## config.mk

```make
export PLATFORM = sky130hd
export DESIGN_NAME = leading_zero_counter_pipelined
export DESIGN_NICKNAME = d
export VERILOG_FILES = /design/src/rtl/leading_zero_counter_pipelined.sv
export SDC_FILE = /design/constraint.sdc
export NUM_CORES = 1
export LEC_CHECK = 0
export CORE_MARGIN = 2
export CORE_UTILIZATION = 32
export DETAILED_ROUTE_END_ITERATION = 8
export PLACE_DENSITY_LB_ADDON = 0.1
export SLEW_MARGIN = 20
export SYNTH_ARGS = -nofsm -noshare
export SYNTH_HDL_FRONTEND = slang
export SYNTH_SLANG_ARGS = --single-unit
```

## constraint.sdc

```tcl
create_clock -name clock -period 1.5 [get_ports clock]
set_input_delay 0.225 -clock clock [delete_from_list [all_inputs] [get_ports clock]]
set_output_delay 0.225 -clock clock [all_outputs]
set_load 0.05 [all_outputs]
```

## src/rtl/leading_zero_counter_pipelined.sv

```systemverilog
// Pipelined leading-zero / leading-one counter.
// Stage 0 counts zeroes within 2-bit pairs; each later stage merges adjacent
// group counts, giving log2(WIDTH) registered levels. Stages form a
// bubble-collapsing valid/ready pipeline with one operand per cycle.
module leading_zero_counter_pipelined #(
    parameter int unsigned WIDTH     = 32,
    parameter int unsigned TAG_WIDTH = 4
) (
    input  logic                     clock,
    input  logic                     reset,
    input  logic                     in_valid,
    output logic                     in_ready,
    input  logic [WIDTH-1:0]         in_operand,
    input  logic                     in_mode,
    input  logic [TAG_WIDTH-1:0]     in_tag,
    output logic                     out_valid,
    input  logic                     out_ready,
    output logic [$clog2(WIDTH):0]   out_count,
    output logic                     out_all,
    output logic [TAG_WIDTH-1:0]     out_tag
);

    localparam int unsigned LEVELS = $clog2(WIDTH);

    // Leading ones are counted as leading zeroes of the inverted operand.
    logic [WIDTH-1:0] operand_m;
    assign operand_m = in_operand ^ {WIDTH{in_mode}};

    for (genvar k = 0; k < LEVELS; k++) begin : g_stage
        // Stage k holds WIDTH/2^(k+1) group counts, each k+2 bits wide.
        localparam int unsigned GROUPS = WIDTH >> (k + 1);
        localparam int unsigned CW     = k + 2;

        logic                   valid_q, valid_d;
        logic                   adv;
        logic [GROUPS*CW-1:0]   cnt_q, cnt_d;
        logic [TAG_WIDTH-1:0]   tag_q, tag_d;

        // A stage may load when it is empty or its content moves on this cycle.
        if (k == LEVELS - 1) begin : g_last
            assign adv = ~valid_q | out_ready;
        end else begin : g_mid
            assign adv = ~valid_q | g_stage[k+1].adv;
        end

        if (k == 0) begin : g_pair
            assign valid_d = in_valid & in_ready;
            assign tag_d   = in_tag;

            // Per-pair count: 00 -> 2, 01 -> 1, 1x -> 0.
            always_comb begin
                cnt_d = '0;
                for (int unsigned i = 0; i < WIDTH / 2; i++) begin
                    if (operand_m[2*i+1]) begin
                        cnt_d[2*i +: 2] = 2'd0;
                    end else if (operand_m[2*i]) begin
                        cnt_d[2*i +: 2] = 2'd1;
                    end else begin
                        cnt_d[2*i +: 2] = 2'd2;
                    end
                end
            end
        end else begin : g_merge
            localparam int unsigned PW = k + 1;      // width of incoming counts
            localparam int unsigned N  = 1 << k;     // bits covered by an incoming group

            assign valid_d = g_stage[k-1].valid_q;
            assign tag_d   = g_stage[k-1].tag_q;

            // Upper count below N means a one was found there; otherwise add the lower count.
            // Incoming counts never exceed N, so the MSB alone signals hi == N.
            always_comb begin
                cnt_d = '0;
                for (int unsigned j = 0; j < GROUPS; j++) begin
                    if (g_stage[k-1].cnt_q[(2*j+1)*PW + PW - 1]) begin
                        cnt_d[j*CW +: CW] = CW'(N) + CW'(g_stage[k-1].cnt_q[2*j*PW +: PW]);
                    end else begin
                        cnt_d[j*CW +: CW] = CW'(g_stage[k-1].cnt_q[(2*j+1)*PW +: PW]);
                    end
                end
            end
        end

        // Stage register: cleared on reset, otherwise loads whenever the stage advances.
        always_ff @(posedge clock) begin
            if (reset) begin
                valid_q <= 1'b0;
                cnt_q   <= '0;
                tag_q   <= '0;
            end else if (adv) begin
                valid_q <= valid_d;
                cnt_q   <= cnt_d;
                tag_q   <= tag_d;
            end
        end
    end

    // Outputs are forced quiet while reset is asserted, before the registers clear.
    assign in_ready  = ~reset & g_stage[0].adv;
    assign out_valid = ~reset & g_stage[LEVELS-1].valid_q;
    assign out_count = reset ? '0 : g_stage[LEVELS-1].cnt_q;
    // The count reaches WIDTH only when its MSB is set.
    assign out_all   = ~reset & g_stage[LEVELS-1].cnt_q[LEVELS];
    assign out_tag   = reset ? '0 : g_stage[LEVELS-1].tag_q;

endmodule

```

==> qor.yml <==
setup_path:
  reg2reg_to: "g_stage[0].cnt_q[13]"
  crit_type: "reg2out"
  r2r_start: "g_stage[4].valid_q"
  crit_end: "in_ready"
  cp-startpoint: "g_stage[4].valid_q"
  worstPathArrival_ps: 1400
  critPathMaxFanout: 2
  crit_path_end_kind: "output pin"
  ff2ff_setup_slack_ps: 80
  r2r_cells: 6
  worst_setup_path_start_kind: "flip-flop"
  crit_required_ps: 1270
power:
  power.switching_mw: 1.57
  ir_worst_vdd_uv: 873
  sw_frac_of_total_pct: 21.1
  leakagePower_nw: 2.43
  power_frac_clock_pct: 51.3
  p_int_mw: 5.89
  pwr-share-seq_pct: 42.2
  powerDensity_nw_per_um2: 1100
  p_comb_share_pct: 6.5
  power_mw: 7.46
final_layout:
  final_nets: 700
  fin_util_pct: 43.0
  drive_gt1_share_pct: 15.1
  n_antenna_cell: 0
  area_delta_synth_final_pct: 32.8
clocking:
  cts_buffers: 17
  clkLatencyLatePin_ps: 410
  cts.sinks: 113
  htreeDepth: 4
  path_clk_slew_ps: 50
  cts_max_path_buffers: 2
  cts_root_buf: "clkbuf_16"
  cts_tree: "yes"
  hold_buffers: 0
sta:
  fin_crit_ps: 1630
  fmax_mhz: 615
  period_share_pct: 108
  hold_slack_ps: 217
  drv_slew: 0
  hold_viol_final: 0
  setup_slack_ps: -126
  finalSetupViolations: 1
  tightestPinTransition_ps: 364
  grt_setup_unrepaired: "true"
  finClkSkew_ps: 4.89
  slew_headroom_pct: 75.7
grt:
  grt_pass1_wl_um: 19300
  antenna_found_initial: 0
  grt_pass1_vias: 3945
  grtUsageTotal_pct: 14.4
  overflow: 0
  grt_max_degree: 53
logic_synthesis:
  synthFlopType: "dfxtp_1"
  yosysMostFrequentCell: "dfxtp_1"
  ys_ff_latch: 113
  synth.distinct_cells: 30
  yosys-top-cells-count: "dfxtp_1, a21oi_1, nor2_1"
  yosysTopAreaCell: "dfxtp_1"
  ys_async_sr_fraction_pct: 0
  avgSynthCellArea_sq_um: 8.41
  ys_warn_count: 0
  ys_seq_area_share_pct: 44.5
  syn-num-nets: 646
  synth_edf_count: 0
  netlist_area_sq_um: 5090
  synth_area_leaders: "dfxtp_1, a21oi_1, nand3_1"
  netlist_instances: 605
  synth_top_area_share_pct: 44.5
die:
  die_h_um: 130
  rows: 46
  dieArea_sq_um: 16900
  io_pins: 54
  design.core.area_sq_um: 15700
  die_w_um: 130
  initial_core_util_pct: 32.4
flow_run:
  maxCapViolations: 0
status:
  violations: "negative setup slack"
  status: "complete, but fails checks"
drt:
  drtIter0Drc: 216
  drt_first_pass_iters: 4
  vias: 4407
  drt-total-wl_um: 11400
  wl_per_cell_um: 12.9
  route.detailed.drc: 0
  routed_via_density: 4.97
  drtAntennaViolNets: 0
place:
  gp_congestion: 0.746
  post-dp-hpwl_um: 8070
  port_buffers: 53
min_path:
  hold_path.class: "in2reg"
## worst min-delay path by stage
stage                        startpoint                  end  slack [ps]  cells after the start
global placement    g_stage[4].tag_q[0]  g_stage[4].tag_q[0]         440                      2
finish                          in_mode  g_stage[0].cnt_q[5]         220                      3
floorplan                      in_valid   g_stage[0].valid_q         350                      2
detailed placement  g_stage[4].tag_q[2]  g_stage[4].tag_q[2]         440                      2
global route                      reset  g_stage[3].cnt_q[8]         230                      3
CTS                             in_mode  g_stage[0].cnt_q[5]         200                      3
## state kept, by name (all words and copies together) (netlist names)
signal           count
g_stage.tag_q       20
g_stage.cnt_q       88
g_stage.valid_q      5
## cell families after synthesis
family	Yosys count	synth area share, %
compound gates	162	20.7
buf+inv	62	6.05
mux	18	3.54
flops	113	44.5
simple gates	250	25.3
## worst max-delay path, cell delays in order (launching register included)
cell     delay (ps)
dfxtp_2         310
and4b_2         270
buf_12          140
a21oi_4         110
buf_6           170
## repair_timing
item | 4_1_cts | 5_1_grt
setup endpoints to repair | 2 | 6
setup buffers | 3 | 0
pin swaps | 1 | 0
gates resized for setup | 7 | 1
## layout make-up
cell class / count / area (sq um)
timing repair buffer: 95 / 1100
clock inverter: 6 / 80.1
sequential: 113 / 2260
tap: 216 / 270
fill: 1563 / 8960
multi-input combinational: 430 / 2550
inverter: 2 / 7.51
clock buffer: 25 / 485
## cell usage in the layout, fill, tap and decap left out, types with 2 or more instances in the layout
cell	count
o211ai_1	8
nor2_1	49
nor2b_4	2
buf_12	23
mux2i_1	18
inv_1	2
a221oi_2	10
dfxtp_2	2
clkbuf_1	5
nand2_1	42
clkbuf_8	3
buf_6	2
a211oi_1	21
a311oi_1	6
and3b_1	14
o21ai_0	16
or3_1	3
buf_4	31
bufinv_16	2
clkdlybuf4s50_1	37
a221oi_1	8
o22ai_1	13
a21oi_1	79
nand3_1	47
nor3_1	38
dfxtp_1	111
clkbuf_16	17
and3_1	13
nor2b_1	26
clkinv_2	4
nand3b_1	11
## per-stage QoR
step	TNS, ps	instance area, sq um	setup WS, ps	cells
2_1_floorplan	-99.5	5110	-24.9	605
3_3_place_gp	-18840	6160	-283	854
3_5_place_dp	-20580	6160	-346	854
4_1_cts	-147	6760	-147	888
5_1_grt	-177	6750	-177	887
6_report	-126	6750	-126	887
## power groups by stage
stage / clock, mW / sequential [mW] / combinational, mW
CTS: 3.90 / 3.15 / 0.493
detailed placement: 0 / 3.21 / 0.489
floorplan: 0 / 3.19 / 0.275
finish: 3.82 / 3.15 / 0.488
global placement: 0 / 3.20 / 0.479
global route: 4.06 / 3.16 / 0.543
## metal layers
layer,vias up,GRT usage [%],part of all wire [%]
met5,-,0,0
met4,0,5.82,1.1
met3,10,4.31,4.7
met2,84,22.4,45
met1,2015,18.8,49
li1,2298,-,-
No activity file was read; power rests on OpenSTA's default activity.
